## src/rtl/mem_arb_pkg.sv

```systemverilog
// Shared types for the round-robin memory arbiter: RAM status, request kind and FSM state.
package mem_arb_pkg;

  typedef enum logic [1:0] {
    FREE   = 2'd0,
    BUSY   = 2'd1,
    ACCESS = 2'd2,
    ERROR  = 2'd3
  } ramstate_t;

  typedef enum logic [1:0] {
    INSTR  = 2'd0,
    DREAD  = 2'd1,
    DWRITE = 2'd2
  } req_t;

  typedef enum logic {
    IDLE  = 1'b0,
    GRANT = 1'b1
  } arb_state_t;

  // Index width for n ports; a single port still needs a 1-bit index.
  function automatic int unsigned idx_width(int unsigned n);
    return (n > 1) ? $clog2(n) : 1;
  endfunction

endpackage

```

## src/rtl/mem_arbiter_rr_if.sv

```systemverilog
// Cache-side and RAM-side bus of the arbiter; slave = arbiter, master = caches/RAM environment.
interface mem_arbiter_rr_if
  import mem_arb_pkg::*;
#(
  parameter int unsigned CPUS   = 2,
  parameter int unsigned ADDR_W = 32,
  parameter int unsigned WORD_W = 32
) ();

  logic [CPUS-1:0]        iREN;
  logic [CPUS-1:0]        dREN;
  logic [CPUS-1:0]        dWEN;
  logic [CPUS*ADDR_W-1:0] iaddr;
  logic [CPUS*ADDR_W-1:0] daddr;
  logic [CPUS*WORD_W-1:0] dstore;
  logic [CPUS-1:0]        iwait;
  logic [CPUS-1:0]        dwait;
  logic [CPUS*WORD_W-1:0] iload;
  logic [CPUS*WORD_W-1:0] dload;
  logic [CPUS-1:0]        derr;
  logic [ADDR_W-1:0]      ramaddr;
  logic [WORD_W-1:0]      ramstore;
  logic                   ramREN;
  logic                   ramWEN;
  logic [WORD_W-1:0]      ramload;
  ramstate_t              ramstate;

  modport slave (
    input  iREN, dREN, dWEN, iaddr, daddr, dstore, ramload, ramstate,
    output iwait, dwait, iload, dload, derr, ramaddr, ramstore, ramREN, ramWEN
  );

  modport master (
    output iREN, dREN, dWEN, iaddr, daddr, dstore, ramload, ramstate,
    input  iwait, dwait, iload, dload, derr, ramaddr, ramstore, ramREN, ramWEN
  );

endinterface

```

## src/rtl/rr_picker.sv

```systemverilog
// Combinational round-robin picker: first requester at or after rr_ptr, wrapping modulo CPUS.
module rr_picker
  import mem_arb_pkg::*;
#(
  parameter int unsigned CPUS = 2,
  localparam int unsigned IdxW = idx_width(CPUS)
) (
  input  logic [CPUS-1:0] req,
  input  logic [IdxW-1:0] rr_ptr,
  output logic [IdxW-1:0] idx,
  output logic            valid
);

  int unsigned     k;
  logic [IdxW-1:0] kidx;

  always_comb begin
    idx   = '0;
    valid = 1'b0;
    k     = 0;
    kidx  = '0;
    for (int unsigned off = 0; off < CPUS; off++) begin
      k = 32'(rr_ptr) + off;
      if (k >= CPUS) k = k - CPUS;
      kidx = IdxW'(k);
      if (!valid && req[kidx]) begin
        valid = 1'b1;
        idx   = kidx;
      end
    end
  end

endmodule

```

## src/rtl/mem_arbiter_rr.sv

```systemverilog
// Round-robin arbiter of per-CPU I/D cache requests onto one RAM port.
// Optional per-CPU completion and stall counters under MEM_ARBITER_STATS_EN.
module mem_arbiter_rr
  import mem_arb_pkg::*;
#(
  parameter int unsigned CPUS   = 2,
  parameter int unsigned ADDR_W = 32,
  parameter int unsigned WORD_W = 32
) (
  input  logic                 CLK,
  input  logic                 RST,
  mem_arbiter_rr_if.slave      bus
`ifdef MEM_ARBITER_STATS_EN
  ,
  output logic [CPUS*16-1:0]   grant_cnt,
  output logic [15:0]          stall_cnt
`endif
);

  localparam int unsigned IdxW = idx_width(CPUS);

  arb_state_t      state_q, state_d;
  req_t            gnt_type_q, gnt_type_d;
  logic [IdxW-1:0] gnt_cpu_q, gnt_cpu_d;
  logic [IdxW-1:0] rr_ptr_q, rr_ptr_d;
  logic [IdxW-1:0] pick_idx;
  logic            pick_valid;
  logic [CPUS-1:0] any_req;
  logic            req_live;
  logic            done;

  assign any_req = bus.iREN | bus.dREN | bus.dWEN;

  rr_picker #(.CPUS(CPUS)) u_picker (
    .req    (any_req),
    .rr_ptr (rr_ptr_q),
    .idx    (pick_idx),
    .valid  (pick_valid)
  );

  // The granted line must stay high; dropping it aborts the transfer.
  always_comb begin
    req_live = 1'b0;
    unique case (gnt_type_q)
      INSTR:   req_live = bus.iREN[gnt_cpu_q];
      DREAD:   req_live = bus.dREN[gnt_cpu_q];
      default: req_live = bus.dWEN[gnt_cpu_q];
    endcase
  end

  assign done = (state_q == GRANT) && req_live &&
                ((bus.ramstate == ACCESS) || (bus.ramstate == ERROR));

  always_ff @(posedge CLK) begin
    if (RST) begin
      state_q    <= IDLE;
      gnt_type_q <= INSTR;
      gnt_cpu_q  <= '0;
      rr_ptr_q   <= '0;
    end else begin
      state_q    <= state_d;
      gnt_type_q <= gnt_type_d;
      gnt_cpu_q  <= gnt_cpu_d;
      rr_ptr_q   <= rr_ptr_d;
    end
  end

  always_comb begin
    state_d    = state_q;
    gnt_type_d = gnt_type_q;
    gnt_cpu_d  = gnt_cpu_q;
    rr_ptr_d   = rr_ptr_q;
    unique case (state_q)
      IDLE: begin
        if (pick_valid) begin
          state_d   = GRANT;
          gnt_cpu_d = pick_idx;
          if (bus.dWEN[pick_idx])      gnt_type_d = DWRITE;
          else if (bus.dREN[pick_idx]) gnt_type_d = DREAD;
          else                         gnt_type_d = INSTR;
        end
      end
      GRANT: begin
        if (!req_live) begin
          state_d = IDLE;
        end else if (done) begin
          state_d  = IDLE;
          rr_ptr_d = (32'(gnt_cpu_q) == CPUS - 1) ? '0 : gnt_cpu_q + IdxW'(1);
        end
      end
      default: state_d = IDLE;
    endcase
  end

  always_comb begin
    bus.ramaddr  = '0;
    bus.ramstore = '0;
    bus.ramREN   = 1'b0;
    bus.ramWEN   = 1'b0;
    bus.iwait    = '1;
    bus.dwait    = '1;
    bus.iload    = '0;
    bus.dload    = '0;
    bus.derr     = '0;
    if ((state_q == GRANT) && req_live) begin
      if (gnt_type_q == INSTR) begin
        bus.ramaddr = bus.iaddr[32'(gnt_cpu_q)*ADDR_W +: ADDR_W];
        bus.ramREN  = 1'b1;
      end else begin
        bus.ramaddr = bus.daddr[32'(gnt_cpu_q)*ADDR_W +: ADDR_W];
        bus.ramREN  = (gnt_type_q == DREAD);
        bus.ramWEN  = (gnt_type_q == DWRITE);
        if (gnt_type_q == DWRITE) bus.ramstore = bus.dstore[32'(gnt_cpu_q)*WORD_W +: WORD_W];
      end
      if (done) begin
        if (gnt_type_q == INSTR) begin
          bus.iwait[gnt_cpu_q]                     = 1'b0;
          bus.iload[32'(gnt_cpu_q)*WORD_W +: WORD_W] = bus.ramload;
        end else begin
          bus.dwait[gnt_cpu_q]                     = 1'b0;
          bus.dload[32'(gnt_cpu_q)*WORD_W +: WORD_W] = bus.ramload;
          bus.derr[gnt_cpu_q]                      = (bus.ramstate == ERROR);
        end
      end
    end
  end

`ifdef MEM_ARBITER_STATS_EN
  logic [CPUS-1:0][15:0] grant_cnt_q;
  logic [15:0]           stall_cnt_q;

  always_ff @(posedge CLK) begin
    if (RST) begin
      grant_cnt_q <= '0;
      stall_cnt_q <= '0;
    end else begin
      if (done && (grant_cnt_q[gnt_cpu_q] != 16'hFFFF)) begin
        grant_cnt_q[gnt_cpu_q] <= grant_cnt_q[gnt_cpu_q] + 16'd1;
      end
      if ((state_q == GRANT) && (bus.ramstate == BUSY) && (stall_cnt_q != 16'hFFFF)) begin
        stall_cnt_q <= stall_cnt_q + 16'd1;
      end
    end
  end

  assign grant_cnt = grant_cnt_q;
  assign stall_cnt = stall_cnt_q;
`endif

endmodule

```

## src/flat_wrapper.sv

```systemverilog
// flat-port wrapper written by rule: the top's interface ports become plain ports
module mem_arbiter_rr_flat import mem_arb_pkg::*;
#(
  parameter int unsigned CPUS   = 2,
  parameter int unsigned ADDR_W = 32,
  parameter int unsigned WORD_W = 32
)
  (CLK, RST, bus_iREN, bus_dREN, bus_dWEN, bus_iaddr, bus_daddr, bus_dstore, bus_ramload, bus_ramstate, bus_iwait, bus_dwait, bus_iload, bus_dload, bus_derr, bus_ramaddr, bus_ramstore, bus_ramREN, bus_ramWEN);
  mem_arbiter_rr_if #(.CPUS(CPUS), .ADDR_W(ADDR_W), .WORD_W(WORD_W)) bus_i ();
  input  logic CLK;
  input  logic RST;
  input wire logic [$bits(bus_i.iREN)-1:0] bus_iREN;
  input wire logic [$bits(bus_i.dREN)-1:0] bus_dREN;
  input wire logic [$bits(bus_i.dWEN)-1:0] bus_dWEN;
  input wire logic [$bits(bus_i.iaddr)-1:0] bus_iaddr;
  input wire logic [$bits(bus_i.daddr)-1:0] bus_daddr;
  input wire logic [$bits(bus_i.dstore)-1:0] bus_dstore;
  input wire logic [$bits(bus_i.ramload)-1:0] bus_ramload;
  input wire logic [$bits(bus_i.ramstate)-1:0] bus_ramstate;
  output wire logic [$bits(bus_i.iwait)-1:0] bus_iwait;
  output wire logic [$bits(bus_i.dwait)-1:0] bus_dwait;
  output wire logic [$bits(bus_i.iload)-1:0] bus_iload;
  output wire logic [$bits(bus_i.dload)-1:0] bus_dload;
  output wire logic [$bits(bus_i.derr)-1:0] bus_derr;
  output wire logic [$bits(bus_i.ramaddr)-1:0] bus_ramaddr;
  output wire logic [$bits(bus_i.ramstore)-1:0] bus_ramstore;
  output wire logic [$bits(bus_i.ramREN)-1:0] bus_ramREN;
  output wire logic [$bits(bus_i.ramWEN)-1:0] bus_ramWEN;
  assign bus_i.iREN = bus_iREN;
  assign bus_i.dREN = bus_dREN;
  assign bus_i.dWEN = bus_dWEN;
  assign bus_i.iaddr = bus_iaddr;
  assign bus_i.daddr = bus_daddr;
  assign bus_i.dstore = bus_dstore;
  assign bus_i.ramload = bus_ramload;
  assign bus_i.ramstate = bus_ramstate;
  assign bus_iwait = bus_i.iwait;
  assign bus_dwait = bus_i.dwait;
  assign bus_iload = bus_i.iload;
  assign bus_dload = bus_i.dload;
  assign bus_derr = bus_i.derr;
  assign bus_ramaddr = bus_i.ramaddr;
  assign bus_ramstore = bus_i.ramstore;
  assign bus_ramREN = bus_i.ramREN;
  assign bus_ramWEN = bus_i.ramWEN;
  mem_arbiter_rr #(.CPUS(CPUS), .ADDR_W(ADDR_W), .WORD_W(WORD_W)) u_core (.CLK(CLK), .RST(RST), .bus(bus_i));
endmodule
```

## config.mk

```make
export PLATFORM = sky130hd
export DESIGN_NAME = mem_arbiter_rr_flat
export DESIGN_NICKNAME = d
export VERILOG_FILES = /design/src/rtl/mem_arb_pkg.sv /design/src/rtl/mem_arbiter_rr_if.sv /design/src/rtl/rr_picker.sv /design/src/rtl/mem_arbiter_rr.sv /design/src/flat_wrapper.sv
export SDC_FILE = /design/constraint.sdc
export NUM_CORES = 1
export LEC_CHECK = 0
export CORE_AREA = 2 2 168 170
export CTS_BUF_LIST = sky130_fd_sc_hd__clkbuf_16
export CTS_CLUSTER_DIAMETER = 200
export DETAILED_ROUTE_END_ITERATION = 10
export DIE_AREA = 0 0 170 172
export GPL_TIMING_DRIVEN = 0
export SLEW_MARGIN = 30
export SYNTH_ARGS = -nofsm -noshare
export SYNTH_HDL_FRONTEND = slang
export SYNTH_HIERARCHICAL = 1
export SYNTH_SLANG_ARGS = --single-unit
```

## constraint.sdc

```tcl
create_clock -name CLK -period 1.8 [get_ports CLK]
set_input_delay 0.27 -clock CLK [delete_from_list [all_inputs] [get_ports CLK]]
set_output_delay 0.27 -clock CLK [all_outputs]
set_load 0.02 [all_outputs]
```

# After elaboration in Yosys (flattened, before gate mapping)
# Index checks and enable logic that the tools add are counted.
# totals
mem_bits_ro,0
ram_bits,0
input_bits,234
output_inout_bits,200
reg_bits,5
memories,0
word_cells,94
latch_bits,0
# classes
magnitude_cmp,7
mux,54
bitwise,6
n_eq_ne,4
n_div,0
shifts,5
mul,0
n_reduce_logical,9
n_addsub,5
# ops
op,count
$mux W64,6
$shiftx A64 B7 Y32,3
$mux W32,5
$and A64 B64 Y64,1
$shift A32 B34 Y64 const A,1
$shiftx A32 B34 Y64,1
$neg A6 Y34,1
$mux W1,30
$mux W2,10
$lt A1 B2 Y1 const B,4
$eq A2 B2 Y1 const B,3
$logic_and A1 B1 Y1,4
$or A2 B2 Y2,2
$pmux W1 S2,2
$reduce_and A3 Y1,1
$add A1 B1 Y2 const B,1
$and A2 B2 Y2,1
$eq A2 B1 Y1 const B,1
$ge A1 B2 Y1 const B,1
$ge A2 B2 Y1 const B,1
$logic_not A2 Y1,1
$not A2 Y2,1
$reduce_and A2 Y1,1
$sub A1 B1 Y1 const B,2
6 further kinds,6

# Longest topological paths before layout
# logic_depth
word_depth,12
depth_mapped,6
depth_no_buf,6

# Cells and area by module
# Netlist, hierarchy kept.
# modules_own_cells
mod,seq_area_each_um2,area_each_um2,n_inst,cells_per_inst
mem_arbiter_rr,100.1,2765.2,1,339
rr_picker,0.0,17.5,1,3

# Worst setup path before layout
# OpenSTA, ideal clock, no wires.
# synth_path
kind,reg-to-output
from,reg u_core.gnt_cpu_q
to,out bus_ramaddr[10]
t_arrival_ns,1.570
n_path_buf,2
slack_ns,-0.040
stages_incl_launch_ff,7
required_time_ns,1.530
path_cell_list,dfxtp_1 -> buf_6 -> nand2b_1 -> a32oi_2 -> nand3_1 -> buf_2 -> nor2b_1
# synth_via
elab_chain_cells,5
elab_cells_between_ends,12
classes_between,shift: 2; mux: 9; reduce/logical: 1
# synth_rtl
item,line_no,source
"start, declared",mem_arbiter_rr.sv:24,"logic [IdxW-1:0] gnt_cpu_q, gnt_cpu_d;"
"start signal, assigned",mem_arbiter_rr.sv:63,gnt_cpu_q <= gnt_cpu_d;
"parallel branches: the longest is 4 deep, another holds $shiftx A64 B7 Y32",--,
$mux W32 *,mem_arbiter_rr.sv:105,if ((state_q == GRANT) && req_live) begin
"end, declared",flat_wrapper.sv:25,output wire logic [$bits(bus_i.ramaddr)-1:0] bus_ramaddr;
# Every way passes the cells marked *. The select of a mux whose other input is x is not followed.

# Worst setup path in the final report
# layout_path
from,reg u_core.gnt_type_q[0]
to,out bus_ramaddr[29]
# layout_via
elab_chain_cells,4
elab_cells_between_ends,6
classes_between,eq/ne: 1; mux: 3; reduce/logical: 2
# layout_rtl
item,line_no,source
"start, declared",mem_arbiter_rr.sv:23,"req_t gnt_type_q, gnt_type_d;"
"start signal, assigned",mem_arbiter_rr.sv:62,gnt_type_q <= gnt_type_d;
$eq A2 B1 Y1 / $logic_not A2 Y1 (equally long branches),"mem_arbiter_rr.sv:44, mem_arbiter_rr.sv:106",
$pmux W1 S2,mem_arbiter_rr.sv:44,unique case (gnt_type_q)
$logic_and A1 B1 Y1,mem_arbiter_rr.sv:105,
$mux W32 *,mem_arbiter_rr.sv:105,
# Every way passes the cells marked *; elsewhere a longest branch is shown, timed or not.

==> results by group <==
Run status
  • Status: finished, violations left
  • Violated checks: setup timing

Floorplan
  • Number of I/O pins: 434
  • Row count: 61
  • Initial Util: 0.101
  • Core Footprint: 0.0275 mm²
  • Die area: 0.0292 mm²
  • Die height: 172 µm
  • Die W: 170 µm

Setup path
  • Crit path from: u_core/gnt_type_q[0]
  • Data required, critical path: 1.53 ns
  • Worst-case reg-to-reg path depth: 7
  • Critical path's slowest cell: mux4_2
  • Startpoint Class: flop
  • Worst R2R End: u_core/rr_ptr_q
  • Worst Path Arrival: 1.83 ns
  • Crit path max fanout: 8
  • CP max stage delay: 0.54 ns
  • Crit path to: bus_ramaddr[29]
  • Worst reg2reg startpoint: u_core/gnt_cpu_q
  • Critical-path cell list: nor2_4 -> buf_12 -> buf_12 -> mux4_2 -> nor2b_4 -> buf_6
  • Worst setup EP type: primary output
  • Critical Path Most Common Cell: buf_12
  • Setup CP Type: reg -> out
  • R2R Setup Slk: 0.23 ns

Synth
  • Syn Area/Cell: 8.14 µm²
  • Warnings from Yosys: 6
  • Mapped cell area: 0.00278 mm²
  • Share of the synthesized area in the top cell type: 0.292
  • Synth Net Count: 576
  • Sequential area share after synthesis: 0.0360
  • Synth area leaders: and2_1 29%, mux4_2 26%, mux2i_1 13%
  • Netlist cell types: 31
  • Mapped Cells: 342
  • Synth Register Bits: 5
  • Largest area contributor in the netlist: and2_1

Timing
  • Final Max Slew Viols: 0
  • Hold WS: 0.550 ns
  • TNS Setup: -39.64 ns
  • Setup WS post-layout: -0.305 ns
  • Unrepaired setup endpoints after global routing: true
  • Max Fclk: 475 MHz
  • Slew at the pin closest to its max-slew limit: 0.418 ns
  • Max transition margin: 0.721
  • Endpoints failing hold: 0
  • Final Cycle Share: 1.17
  • Tmin final: 2.10 ns
  • Setup violations, final: 200
  • Clock skew: 0.000226 ns

Drt
  • DR WL/cell: 17.0 µm
  • Antenna viol nets, final: 0
  • Initial DRT Pass Iterations: 4
  • Initial DRC count: 121
  • Via Count: 4455
  • DR vias/cell: 3.79
  • # DRC: 0
  • WL final: 19900 µm

Clock network
  • Reg clk slew, reported paths: 0.03 ns
  • H-tree depth: 1
  • CTS Hold Buffers Added: 0
  • CTS Buffer Depth: 2
  • CTS sink cnt: 5
  • Clk Tree Root Cell: clkbuf_16
  • CTS tree: yes
  • CTS Buf Count: 3
  • Worst-Skew Late Latency: 0.23 ns

Global route
  • Remaining Overflow, GRT: 0
  • Vias in the first global route: 4528
  • Global-route wire length before repair: 26800 µm
  • Largest net degree at the start of global routing: 11
  • Total track usage: 0.119
  • Initial antenna violation count: 3

Cells and area
  • Reg area: 113 µm²
  • Finished Layout Cells: 1175
  • Layout Area Growth over Synthesis: 232%
  • Most common cell after layout, fill and taps aside: clkdlybuf4s50_1
  • Fin nets: 1061
  • Most frequent cells in the layout: 227 x clkdlybuf4s50_1, 129 x buf_6, 77 x and2_1
  • Share of layout cells above drive strength 1: 0.534
  • Final core utilization: 0.337
  • Multi-input gate area: 0.00321 mm²
  • Fillcell total: 2805

Power
  • Leak: 3.94 nW
  • Pwr dens: 297 mW/mm²
  • Worst VDD drop: 0.000242 V

Worst hold path
  • Worst min path class: reg -> reg

Run
  • Max-cap violation count: 0

Placed design
  • GPL Wtd Cong: 0.825
  • Post-placement cell count: 1121
  • I/O Buffers: 433
  • HPWL after DPL: 15400 µm
[Yosys cell counts]
cell type,count
and2_1,130
nor2_1,37
mux2i_1,36
nor2b_1,34
mux4_2,32
buf_2,10
clkbuf_1,9
inv_1,7
nand2_1,6
buf_4,5
dfxtp_1,5
buf_6,4
a21oi_1,3
clkbuf_2,3
or3_1,3
nand2b_1,2
nor3_4,2
a211oi_1,1
a21boi_1,1
a21oi_2,1
a311oi_1,1
a32oi_2,1
a41oi_1,1
and3b_1,1
nand3_1,1
nor2_4,1
nor3b_4,1
o21ai_0,1
o221ai_1,1
or2_1,1
or2_2,1
[kinds of logic after synthesis]
logic type | after synthesis | synth area share
simple gates | 220 | 0.470
mux | 68 | 0.388
buf+inv | 38 | 0.0746
compound gates | 11 | 0.0310
flops | 5 | 0.0360
[critical path: cells and delay by family (launching register included)]
family	cells	cell delay (ns)
buffers and inverters	3	0.41
flip-flops	1	0.36
multiplexers	1	0.54
AND/OR/NAND/NOR	2	0.27
[flip-flops by register name (all words and copies together) (netlist names)]
name / cells
u_core/rr_ptr_q: 1
u_core/gnt_cpu_q: 1
u_core/state_q: 1
u_core/gnt_type_q: 2
[through the flow]
| step | total power [mW] | setup slack (ns) | area [µm²] |
|---|---|---|---|
| 2_1_floorplan | 0.884 | -0.00902 | 2860 |
| 3_3_place_gp | 1.77 | -1.22 | 7620 |
| 3_5_place_dp | 1.78 | -1.21 | 7620 |
| 4_1_cts | 2.62 | -0.427 | 8560 |
| 5_1_grt | 2.88 | -0.353 | 9240 |
| 6_report | 2.74 | -0.305 | 9250 |
[cell type report]
cell class / count / area share
Multi-Input combinational cell: 300 / 0.347
Buffer: 27 / 0.0505
Inverter: 7 / 0.00284
Sequential cell: 5 / 0.0122
Tap cell: 346 / 0.0468
Timing Repair Buffer: 483 / 0.532
Clock buffer: 3 / 0.00812
Clock inverter: 1 / 0.000406
Antenna cell: 3 / 0.000812
[repair_timing]
item,in CTS,in global routing
setup buffers,27,13
pin swaps,9,24
gates cloned,10,6
endpoints found under the setup margin,200,201
resized for setup,958,381
[worst min path at each step]
stage	from	end	cells past startpoint	slack, ns
floorplan	RST	u_core/rr_ptr_q	1	0.34
global route	u_core/rr_ptr_q	u_core/rr_ptr_q	2	0.58
detailed placement	u_core/rr_ptr_q	u_core/rr_ptr_q	2	0.52
global placement	u_core/rr_ptr_q	u_core/rr_ptr_q	2	0.51
CTS	u_core/rr_ptr_q	u_core/rr_ptr_q	2	0.54
finish	u_core/rr_ptr_q	u_core/rr_ptr_q	2	0.55
[power breakdown]
| group | total, mW | internal (mW) | switching (mW) |
|---|---|---|---|
| combinational | 2.24 | 1.42 | 0.824 |
| clock | 0.361 | 0.288 | 0.0733 |
| sequential | 0.141 | 0.122 | 0.0193 |
[per-layer routing]
metal	share of wire	wire, µm	track usage	vias to the layer above
li1	-	-	-	2131
met1	0.38	7630	0.139	2088
met2	0.54	10800	0.229	213
met3	0.062	1250	0.0213	21
met4	0.013	260	0.0186	2
met5	0.00065	13	0	-
(Power assumes the default switching activity.)
